### config.mk
export PLATFORM = sky130hd
export DESIGN_NAME = alu_ram_engine
export DESIGN_NICKNAME = d
export VERILOG_FILES = /design/src/rtl/alu_ram_pkg.sv /design/src/rtl/alu_unit.sv /design/src/rtl/alu_ram_engine.sv
export SDC_FILE = /design/constraint.sdc
export NUM_CORES = 1
export LEC_CHECK = 0
export CAP_MARGIN = 20
export CORE_ASPECT_RATIO = 1.1
export CORE_MARGIN = 3
export CORE_UTILIZATION = 55
export DETAILED_ROUTE_END_ITERATION = 8
export PLACE_DENSITY = 0.75
export SKIP_LAST_GASP = 1
export SLEW_MARGIN = 10
export SYNTH_ARGS = -nofsm -noshare
export SYNTH_HDL_FRONTEND = slang
export SYNTH_SLANG_ARGS = --single-unit
### constraint.sdc
create_clock -name clk -period 4.4 [get_ports clk]
set_input_delay 1.1 -clock clk [delete_from_list [all_inputs] [get_ports clk]]
set_output_delay 1.1 -clock clk [all_outputs]
set_load 0.01 [all_outputs]
### src/rtl/alu_ram_pkg.sv
// Shared types for the ALU/RAM engine: opcode encoding and sequencer states.
package alu_ram_pkg;

    localparam int OP_W = 3;

    typedef enum logic [OP_W-1:0] {
        OP_ADD  = 3'd0,
        OP_SUB  = 3'd1,
        OP_AND  = 3'd2,
        OP_OR   = 3'd3,
        OP_XOR  = 3'd4,
        OP_SHL  = 3'd5,
        OP_SHR  = 3'd6,
        OP_PASS = 3'd7
    } alu_op_t;

    typedef enum logic [1:0] {
        ST_IDLE = 2'd0,
        ST_RD_A = 2'd1,
        ST_RD_B = 2'd2,
        ST_EXEC = 2'd3
    } state_t;

endpackage

### src/rtl/alu_unit.sv
// Purely combinational ALU: one result word plus a carry/borrow/shift-out flag.
module alu_unit
    import alu_ram_pkg::*;
#(
    parameter int DATA_W = 8
) (
    input  logic [DATA_W-1:0] a,
    input  logic [DATA_W-1:0] b,
    input  alu_op_t           op,
    output logic [DATA_W-1:0] res,
    output logic              carry
);

    logic [DATA_W:0] wide;

    // The top bit of the widened result carries the flag for every opcode.
    always_comb begin
        wide = '0;
        case (op)
            OP_ADD:  wide = {1'b0, a} + {1'b0, b};
            OP_SUB:  wide = {1'b0, a} - {1'b0, b};
            OP_AND:  wide = {1'b0, a & b};
            OP_OR:   wide = {1'b0, a | b};
            OP_XOR:  wide = {1'b0, a ^ b};
            OP_SHL:  wide = {a, 1'b0};
            OP_SHR:  wide = {a[0], 1'b0, a[DATA_W-1:1]};
            OP_PASS: wide = {1'b0, a};
            default: wide = {1'b0, a};
        endcase
    end

    assign res   = wide[DATA_W-1:0];
    assign carry = wide[DATA_W];

endmodule

### src/rtl/alu_ram_engine.sv
// Four-cycle command engine: reads two RAM operands, runs the ALU, writes the
// result back to RAM and reports it. The host can read the RAM at any time and
// write it whenever the engine is idle.
module alu_ram_engine
    import alu_ram_pkg::*;
#(
    parameter int DATA_W = 8,
    parameter int ADDR_W = 4,
    parameter int CNT_W  = 16
) (
    input  logic              clk,
    input  logic              rst_n,
    input  logic              cmd_valid,
    output logic              cmd_ready,
    input  logic [2:0]        cmd_op,
    input  logic [ADDR_W-1:0] cmd_src_a,
    input  logic [ADDR_W-1:0] cmd_src_b,
    input  logic [ADDR_W-1:0] cmd_dst,
    input  logic              host_we,
    input  logic [ADDR_W-1:0] host_addr,
    input  logic [DATA_W-1:0] host_din,
    output logic [DATA_W-1:0] host_dout,
    output logic              res_valid,
    output logic [DATA_W-1:0] res_data,
    output logic              res_carry,
    output logic              res_zero,
    output logic [CNT_W-1:0]  op_count
);

    localparam int DEPTH = 2 ** ADDR_W;

    logic [DATA_W-1:0] mem [DEPTH];

    state_t            state;
    alu_op_t           op_q;
    logic [ADDR_W-1:0] src_a_q;
    logic [ADDR_W-1:0] src_b_q;
    logic [ADDR_W-1:0] dst_q;
    logic [DATA_W-1:0] opnd_a;
    logic [DATA_W-1:0] opnd_b;
    logic [DATA_W-1:0] alu_res;
    logic              alu_carry;
    logic              accept;

    assign cmd_ready = (state == ST_IDLE);
    assign accept    = cmd_valid && cmd_ready;

    alu_unit #(.DATA_W(DATA_W)) u_alu (
        .a     (opnd_a),
        .b     (opnd_b),
        .op    (op_q),
        .res   (alu_res),
        .carry (alu_carry)
    );

    // Sequencer: a fixed walk through the operand reads and the execute cycle.
    always_ff @(posedge clk or negedge rst_n) begin
        if (!rst_n) begin
            state <= ST_IDLE;
        end else begin
            case (state)
                ST_IDLE: if (cmd_valid) state <= ST_RD_A;
                ST_RD_A: state <= ST_RD_B;
                ST_RD_B: state <= ST_EXEC;
                ST_EXEC: state <= ST_IDLE;
                default: state <= ST_IDLE;
            endcase
        end
    end

    // Capture the command on acceptance so the inputs are free for the next one.
    always_ff @(posedge clk or negedge rst_n) begin
        if (!rst_n) begin
            op_q    <= OP_ADD;
            src_a_q <= '0;
            src_b_q <= '0;
            dst_q   <= '0;
        end else if (accept) begin
            op_q    <= alu_op_t'(cmd_op);
            src_a_q <= cmd_src_a;
            src_b_q <= cmd_src_b;
            dst_q   <= cmd_dst;
        end
    end

    // Operand fetch: A in the first read cycle, B in the second; both then hold.
    always_ff @(posedge clk or negedge rst_n) begin
        if (!rst_n) begin
            opnd_a <= '0;
            opnd_b <= '0;
        end else if (state == ST_RD_A) begin
            opnd_a <= mem[src_a_q];
        end else if (state == ST_RD_B) begin
            opnd_b <= mem[src_b_q];
        end
    end

    // RAM write port: result write-back in execute, host writes only when idle and out of reset.
    always_ff @(posedge clk) begin
        if (rst_n && state == ST_EXEC) begin
            mem[dst_q] <= alu_res;
        end else if (rst_n && state == ST_IDLE && host_we) begin
            mem[host_addr] <= host_din;
        end
    end

    // Host read port: registered, read-before-write, so write-backs show one edge later.
    always_ff @(posedge clk or negedge rst_n) begin
        if (!rst_n) begin
            host_dout <= '0;
        end else begin
            host_dout <= mem[host_addr];
        end
    end

    // Result reporting: one-cycle strobe, sticky data/flags and the completion counter.
    always_ff @(posedge clk or negedge rst_n) begin
        if (!rst_n) begin
            res_valid <= 1'b0;
            res_data  <= '0;
            res_carry <= 1'b0;
            res_zero  <= 1'b0;
            op_count  <= '0;
        end else begin
            res_valid <= (state == ST_EXEC);
            if (state == ST_EXEC) begin
                res_data  <= alu_res;
                res_carry <= alu_carry;
                res_zero  <= (alu_res == '0);
                op_count  <= op_count + CNT_W'(1);
            end
        end
    end

endmodule

==> key figures, run 1 <==
Synthesis
  • Synth Warn #: 0
  • Synth cell types: 56
  • Post-synthesis register bit count: 196
  • Mapped Cells: 708
  • Synthesized area: 10800 µm²
  • Async S/R FF share, synth: 34.7%
  • Sequential element share of the synthesized area: 51.6%
  • Syn nets: 770
  • Synth Flop Type: edfxtp_1
  • Syn avg cell area: 15.2 µm²
  • Post-synth EDFFs: 128

Global route
  • Met3 Use GR: 5.37%
  • GRT Resource Usage Total: 27.4%
  • GR peak layer: met2
  • First-pass GRT wire length: 43600 µm
  • Vias in the first global route: 7211
  • Grt met1 use: 34.5%
  • Largest net degree at the start of global routing: 43
  • GRT overflow: 0
  • Met2 Track Usage GR: 46.1%
  • Initial antenna violation count: 0

CTS
  • CTS tree: done
  • Clock latency on the worst-skew pair: 0.44 ns
  • Cts hold-fix bufs: 0
  • Htree depth: 4
  • Post-CTS setup buffers: 0
  • Post_cts resized: 0
  • CTS sink cnt: 196
  • Max Root-Sink Buffers: 2
  • Worst-path clk slew: 0.07 ns
  • Inserted Clock Buffers: 17
  • Clock Tree Root: clkbuf_16

Outcome
  • Status: finished clean

Routing
  • First drt pass iteration count: 5
  • Post-route ant nets: 0
  • Routed WL per cell: 27.0 µm
  • Initial drt markers: 721
  • Drt total wl: 28100 µm
  • Ratio of routed vias to standard cells: 6.70
  • DRC: 0
  • Via count: 6969

Final layout
  • Final core utilization: 64.6%
  • Multi-input gate area: 4890 µm²
  • Final #Nets: 842
  • Synthesis-to-finish area growth: 15.2%
  • Antenna Cells: 0
  • Register area: 5550 µm²
  • Design area: 12400 µm²
  • Filler instances: 1340
  • Layout cells sized above 1: 27.4%

STA
  • Fin. Hold Viols: 0
  • Worst relative slew slack: 30.5%
  • Setup violations, final: 0
  • Fin crit share: 77.4%
  • Clock skew: 0.0111 ns
  • Post-Route Setup TNS: 0 ns
  • RSZ-0062 raised after global routing: false
  • Worst slew pin tran: 1.04 ns
  • Final critical-path required period: 3.41 ns
  • Min Hold Slack: 0.485 ns
  • Max Slew Vio Count: 0
  • Max Fclk: 294 MHz

Floorplanning
  • Die H: 153 µm
  • Core ar.: 19200 µm²
  • IO Count: 67
  • Starting Density: 56.1%
  • Die area: 21300 µm²
  • # rows: 53
  • Die X: 139 µm

Power
  • Leakage: 4.42 nW
  • Combinational share of power: 47.4%
  • Internal: 0.00582 W
  • Sw Pwr: 0.00368 W
  • Final Total Pwr: 0.00951 W
  • Clock Power Share: 16.6%
  • Net Sw Frac: 38.8%
  • Pwr Density: 768 nW/µm²
  • Reg power frac: 36.0%
  • Worst vdd ir: 0.449 mV

Setup path
  • Req. time, crit path: 4.46 ns
  • Crit end category: flop
  • Critical Path AT: 3.46 ns
  • WS Path Type: in2reg
  • Startpoint Class: primary input
  • Peak fanout along the critical path: 9

Place
  • DP Area: 11800 µm²
  • Final Wtd Congestion: 0.933
  • Post-DP HPWL: 19300 µm
  • IO buf count: 66

Run
  • Max-cap violations: 0

Hold path
  • HP Class: reg2reg
-- Yosys cell counts (2+ instances only) --
master,instances,area (µm²)
mux2i_1,7,70.1
dfrtp_1,68,1700
nand4b_1,2,17.5
nor2_1,42,158
or2_2,3,18.8
nand2b_1,5,31.3
inv_1,28,105
clkbuf_1,27,101
buf_4,6,45.0
nor3_1,6,30.0
edfxtp_1,128,3840
o221ai_1,2,17.5
a22oi_1,4,30.0
o21a_1,4,30.0
nand2_1,44,165
o211ai_1,7,52.6
nand3_1,8,40.0
nor3b_1,3,22.5
mux2_2,21,236
a221oi_1,2,17.5
and2_1,2,12.5
o31ai_1,2,15.0
ha_1,30,375
o21ai_0,31,155
nor2b_1,8,50.1
a211oi_1,3,22.5
and3_1,6,37.5
nand4_1,3,18.8
a221o_1,2,20.0
a22o_1,2,17.5
buf_2,11,55.1
xnor2_1,19,166
a31oi_1,8,50.1
mux4_2,120,2700
buf_1,4,15.0
xor2_1,4,35.0
a21oi_1,17,85.1
-- sequential cells by signal, summed over array words and instances, names as in the netlist, 2 cells and up --
register	flops
mem	128
op_count	16
host_dout	8
opnd_a	8
opnd_b	8
res_data	8
dst_q	4
src_a_q	4
src_b_q	4
op_q	3
state	2
-- worst max-delay path, stage by stage --
cell and delay [ns]:
clkdlybuf4s50_1 0.53, nand4b_1 0.37, mux2i_1 0.27, or2_2 0.37
nor2_1 0.81
-- cell type report --
class / instances / area share, %
flip-flops and latches: 196 / 44.8
multi-input cells: 436 / 39.5
repair buffers: 101 / 7.60
clock buffers: 20 / 3.61
well taps: 247 / 2.50
clock inverters: 12 / 1.19
inverters: 28 / 0.849
-- layout by cell type (no fill, tap or decap), types with 8 or more instances in the layout --
cell	synthesis	final
edfxtp_1	128	128
mux4_2	120	120
dfrtp_1	68	66
clkdlybuf4s50_1	0	64
nand2_1	44	44
nor2_1	42	42
buf_4	6	34
o21ai_0	31	31
ha_1	30	30
inv_1	28	28
mux2_2	21	21
xnor2_1	19	19
clkbuf_16	0	17
a21oi_1	17	16
nor2b_1	8	8
a31oi_1	8	8
nand3_1	8	8
-- logic make-up (layout without fill, tap and decap cells) --
| logic type | after synthesis | in the layout | synth area share (%) |
|---|---|---|---|
| buffers and inverters | 76 | 161 | 2.99 |
| adder cells (fa/ha/maj) | 31 | 31 | 3.68 |
| flip-flops | 196 | 196 | 51.6 |
| multiplexers | 148 | 148 | 28.0 |
| AND/OR/NAND/NOR | 137 | 137 | 6.03 |
| XOR/XNOR | 23 | 23 | 1.87 |
| AO/OA/AOI/OAI | 97 | 97 | 5.87 |
-- routing by layer --
layer,up-vias,routed length (µm)
met3,89,2460
met5,-,0
met2,428,14500
li1,2956,-
met1,3496,9800
met4,0,1330
-- worst paths after layout --
path	from	endpoint	slack, ns	cells past startpoint
max	host_we	mem[13][3]	0.99	5
min	op_count[15]	op_count[15]	0.48	1
max reg2reg	op_q[1]	mem[0][6]	1.07	11
min reg2reg	op_count[15]	op_count[15]	0.48	1
max in group asynchronous	rst_n	op_count[7]	3.18	2
min in group asynchronous	rst_n	opnd_b[6]	0.73	2
-- power by group through the flow --
stage	combinational, W	clock (W)	sequential (W)
after floorplan	0.00326	0	0.00313
after CTS	0.00448	0.00160	0.00342
after detailed placement	0.00446	0	0.00345
after global routing	0.00490	0.00167	0.00347
final	0.00451	0.00158	0.00342
after global placement	0.00422	0	0.00352
-- stage by stage --
stage | setup slack [ns] | std cells
after floorplan | 1.10 | 708
after global routing | 0.854 | 1040
final | 0.993 | 1040
after global placement | 0.657 | 1006
after detailed placement | 0.575 | 1008
after CTS | 0.586 | 1040
Power figures use the tool's default switching activity.
==> run 2: changes to the inputs <==
CORE_UTILIZATION = 54   (was 55)
PLACE_DENSITY = 0.77   (was 0.75)
clock period = 3.1 ns   (was 4.4 ns; I/O delays follow)
==> key figures, run 2 (synthesis gave the netlist of run 1 again) <==
Outcome
  • Status: finished clean

Place
  • IO buf count: 66
  • Post-DP HPWL: 20500 µm
  • Final Wtd Congestion: 0.946
  • DP Area: 12100 µm²

Final layout
  • Register area: 5550 µm²
  • Synthesis-to-finish area growth: 19.2%
  • Largest registers: mem: 128 flops, op_count: 16 flops
  • Multi-input gate area: 4980 µm²
  • Commonest cells after routing, fill and taps aside: 128 x edfxtp_1, 120 x mux4_2, 70 x buf_4
  • Antenna Cells: 0
  • Layout cells sized above 1: 33.4%
  • Largest Register: mem
  • Design area: 12800 µm²
  • Max reg flops: 128
  • Filler instances: 1284
  • Most common cell after layout, fill and taps aside: edfxtp_1
  • Final #Nets: 885

Routing
  • Via count: 7196
  • Met2 wire length: 14900 µm
  • DRC: 0
  • Initial drt markers: 837
  • Met3 WL: 2250 µm
  • First drt pass iteration count: 5
  • Top sig layer: met4
  • Ratio of routed vias to standard cells: 6.64
  • Drt total wl: 28600 µm
  • Post-route ant nets: 0
  • Routed WL per cell: 26.4 µm
  • M1 WL: 10500 µm

STA
  • Min Hold Slack: 0.179 ns
  • Worst slew pin tran: 0.858 ns
  • Clock skew: 0.0152 ns
  • Final critical-path required period: 3.05 ns
  • Fin crit share: 98.2%
  • RSZ-0062 raised after global routing: true
  • Setup violations, final: 0
  • Max Slew Vio Count: 0
  • Worst relative slew slack: 42.8%
  • Max Fclk: 328 MHz
  • Fin. Hold Viols: 0
  • Post-Route Setup TNS: 0 ns

Global route
  • Vias in the first global route: 7494
  • GRT overflow: 0
  • GRT Resource Usage Total: 27.4%
  • Initial antenna violation count: 0
  • Largest net degree at the start of global routing: 66
  • First-pass GRT wire length: 44400 µm

Power
  • Leakage: 4.67 nW
  • Final Total Pwr: 0.0143 W
  • Pwr Density: 1110 nW/µm²
  • Worst vdd ir: 1.05 mV

Floorplanning
  • IO Count: 67
  • Starting Density: 55.7%
  • Die H: 154 µm
  • Die area: 21600 µm²
  • # rows: 53
  • Core ar.: 19300 µm²
  • Die X: 141 µm

Setup path
  • Peak fanout along the critical path: 16
  • Slowest CP cell: dfrtp_1
  • WS Path Type: reg2reg
  • Critical Path Max Stage Delay: 0.41 ns
  • Crit end category: flop
  • Startpoint Class: flop
  • Critical Path AT: 3.23 ns
  • Req. time, crit path: 3.28 ns
  • Cell Chain, Critical Path: inv_2 > ha_2 > and3_4 > nor2_1 > xnor2_1 > ha_1 > o21a_1 > o21a_1 > o22ai_2 > xnor2_1 > a221oi_1 > buf_4 > a21oi_2 > buf_12

CTS
  • Max Root-Sink Buffers: 2
  • Clock latency on the worst-skew pair: 0.43 ns
  • CTS sink cnt: 196
  • Htree depth: 4
  • CTS tree: done
  • Clock Tree Root: clkbuf_16
  • Inserted Clock Buffers: 17
  • Worst-path clk slew: 0.07 ns

Run
  • Max-cap violations: 0

Hold path
  • HP Class: in2async
run 2: area by class of cell:
class	instances	area share, %
timing repair buffer	144	10.4
clock inverter	13	0.752
clock buffer	19	3.46
inverter	28	0.820
sequential	196	43.3
tap	247	2.41
multi-input combinational	436	38.9
run 2: worst paths after layout:
kind                              start      endpoint  slack [ns]  cells past startpoint
min reg2reg                op_count[15]  op_count[15]        0.49                      1
min                               rst_n  host_dout[0]        0.18                      1
max                           opnd_b[0]     mem[9][7]        0.05                     14
max in group asynchronous         rst_n    src_b_q[0]        1.83                      2
max reg2reg                   opnd_b[0]     mem[9][7]        0.05                     14
min in group clk           op_count[15]  op_count[15]        0.49                      1
run 2: metal layers:
metal	GRT usage, %	vias up
li1	-	3042
met1	34.7	3674
met2	47.4	401
met3	4.70	79
met4	10.4	0
met5	0	-
run 2: worst max-delay path, delay by kind of cell, from the launching register on:
family	cells	cell delay [ns]
AOI/OAI and AO/OA	5	0.89
xor gates and xnor gates	2	0.22
adders and majority gates	2	0.56
buffers and inverters	3	0.46
DFF	1	0.41
and+or+nand+nor	2	0.24
run 2: what timing repair did:
action                     4_1_cts  5_1_grt
gates resized for setup          3       20
cloned                           0        0
setup endpoints to repair       21       99
pin swaps                        1        6
buffers inserted                 1        5
hold endpoints to repair         0        0
hold buffers                     0        0
run 2: stage by stage:
step	std cells	worst slack, ns	util [%]
final	1083	0.0543	66.4
after global routing	1083	-0.0559	66.4
after CTS	1078	0.0208	65.8
after detailed placement	1045	-0.105	62.8
after global placement	1045	0.0232	62.8
after floorplan	708	0.00477	-
run 2: power breakdown:
group	total, W	internal [W]	switching, W	leakage, nW
combinational	0.00742	0.00363	0.00379	2.41
clock	0.00206	0.00106	0.000999	0.277
sequential	0.00480	0.00407	0.000729	1.99
total	0.0143	0.00876	0.00551	4.67
==> run 3: changes to the inputs <==
CORE_UTILIZATION = 35   (was 54)
PLACE_DENSITY = default   (was 0.77)
==> key figures, run 3 (synthesis gave the netlist of run 1 again) <==
STA
  • Fin crit share: 98.1%
  • Fin. Hold Viols: 0
  • Final critical-path required period: 3.04 ns
  • Max Fclk: 329 MHz
  • Setup violations, final: 0
  • Max Slew Vio Count: 0
  • Worst slew pin tran: 0.881 ns
  • RSZ-0062 raised after global routing: true
  • Clock skew: 0.0159 ns
  • Worst relative slew slack: 41.3%

Setup path
  • Startpoint Class: flop
  • Worst R2R Path Depth: 13
  • Peak fanout along the critical path: 8
  • Worst flop-to-flop path startpoint: opnd_b[1]
  • CP Capture Point: mem[10][7]
  • Req. time, crit path: 3.30 ns
  • WS Path Type: reg2reg
  • R2r setup slk: 0.06 ns
  • Critical Path AT: 3.24 ns
  • Worst reg2reg path endpoint: mem[10][7]
  • CP Launch Point: opnd_b[1]
  • Crit end category: flop

Final layout
  • Filler instances: 2711
  • Layout cells sized above 1: 33.3%
  • Design area: 13100 µm²
  • Final #Nets: 886
  • Synthesis-to-finish area growth: 22.0%
  • Largest Register: mem
  • Largest registers: mem: 128 flops, op_count: 16 flops
  • Most common cell after layout, fill and taps aside: edfxtp_1
  • Max reg flops: 128
  • Finished Layout Cells: 1245
  • Commonest cells after routing, fill and taps aside: 128 x edfxtp_1, 120 x mux4_2, 73 x buf_4
  • Antenna Cells: 0

Routing
  • First drt pass iteration count: 5
  • Via count: 7017
  • DRC: 0
  • Post-route ant nets: 0
  • Drt total wl: 29900 µm
  • Routed WL per cell: 24.0 µm
  • Ratio of routed vias to standard cells: 5.64
  • Initial drt markers: 670

Outcome
  • Status: finished clean

Power
  • Worst vdd ir: 0.579 mV
  • Combinational share of power: 53.0%
  • Reg power frac: 31.6%
  • Sw Pwr: 0.00576 W
  • Leakage: 4.72 nW
  • Clock Power Share: 15.4%
  • Final Total Pwr: 0.0147 W
  • Pwr Density: 1120 nW/µm²
  • Internal: 0.00896 W
  • Net Sw Frac: 39.1%

Floorplanning
  • Core ar.: 29900 µm²
  • IO Count: 67
  • Die X: 173 µm
  • Starting Density: 36.0%
  • # rows: 66
  • Die H: 190 µm
  • Die area: 32900 µm²

Place
  • Placed cell count: 1209
  • DP Area: 12300 µm²
  • Final Wtd Congestion: 0.904
  • IO buf count: 66
  • Post-DP HPWL: 21100 µm

Global route
  • GRT Resource Usage Total: 18.4%
  • GRT overflow: 0
  • Initial antenna violation count: 0
  • First-pass GRT wire length: 45300 µm
  • Largest net degree at the start of global routing: 56
  • Vias in the first global route: 7205

CTS
  • Max Root-Sink Buffers: 2
  • Clock latency on the worst-skew pair: 0.44 ns
  • Cts hold-fix bufs: 0
  • Htree depth: 4
  • Inserted Clock Buffers: 17
  • Worst-path clk slew: 0.08 ns
  • Clock Tree Root: clkbuf_16
  • CTS tree: done
  • CTS sink cnt: 196

Hold path
  • HP Class: in2async

Run
  • Max-cap violations: 0
run 3: cell count changes in the layout (fill, tap and decap cells not counted), moves of 2 or more:
cell / previous run / this run
inv_8: 1 / 3
buf_12: 7 / 5
inv_4: 3 / 0
inv_2: 2 / 0
buf_4: 70 / 73
clkinv_8: 0 / 4
run 3: per-stage QoR:
stage	hold WS (ns)	util, %	setup TNS, ns	setup WS [ns]
2_1_floorplan	0.479	-	0	0.00477
3_3_place_gp	0.464	41.3	0	0.0852
3_5_place_dp	0.475	41.3	0	0.0485
4_1_cts	0.201	43.3	0	0.0139
5_1_grt	0.211	43.9	-0.883	-0.0618
6_report	0.211	43.9	0	0.0591
run 3: area by class of cell:
cell class / count / area [µm²] / share of cell area (%)
sequential: 196 / 5550 / 42.3
inverter: 28 / 105 / 0.801
multi-input combinational: 436 / 5020 / 38.2
clock buffer: 17 / 425 / 3.24
timing repair buffer: 145 / 1330 / 10.1
tap: 408 / 510 / 3.89
clock inverter: 15 / 185 / 1.41
run 3: power groups by stage:
stage	registers [W]	logic, W	clock network [W]
after global placement	0.00469	0.00715	0
after detailed placement	0.00470	0.00722	0
after floorplan	0.00444	0.00467	0
final	0.00465	0.00780	0.00226
after CTS	0.00464	0.00725	0.00231
after global routing	0.00473	0.00846	0.00241
run 3: metal layers:
| layer | wire (µm) | up-vias | global-route usage [%] |
|---|---|---|---|
| li1 | - | 3041 | - |
| met1 | 12100 | 3670 | 23.5 |
| met2 | 15100 | 253 | 31.5 |
| met3 | 1780 | 53 | 3.71 |
| met4 | 920 | 0 | 6.43 |
| met5 | 0 | - | 0 |
run 3: timing repair:
| item | 4_1_cts | 5_1_grt |
|---|---|---|
| setup buffers | 0 | 4 |
| setup endpoints to repair | 0 | 65 |
| resized for setup | 0 | 26 |
| hold endpoints to repair | 0 | 0 |
run 3: how the worst min path moves through the flow:
stage                            start           end  slack (ns)  cells after the start
final                            rst_n    src_b_q[3]        0.21                      1
after global routing             rst_n    src_b_q[3]        0.21                      1
after CTS                        rst_n    src_a_q[1]        0.20                      1
after detailed placement  op_count[15]  op_count[15]        0.47                      1
after global placement    op_count[15]  op_count[15]        0.46                      1
after floorplan                  rst_n      dst_q[0]        0.48                      0
run 3: worst max-delay path: stages (launching register included):
cell and delay, ns:
dfrtp_2 0.45, inv_1 0.10, ha_1 0.17, and3_4 0.21
nor2_4 0.03, xnor2_1 0.12, ha_1 0.36, o21a_1 0.20
o21a_1 0.18, o22ai_2 0.21, xnor2_2 0.13, a221oi_4 0.32
a21oi_4 0.14, clkbuf_16 0.18
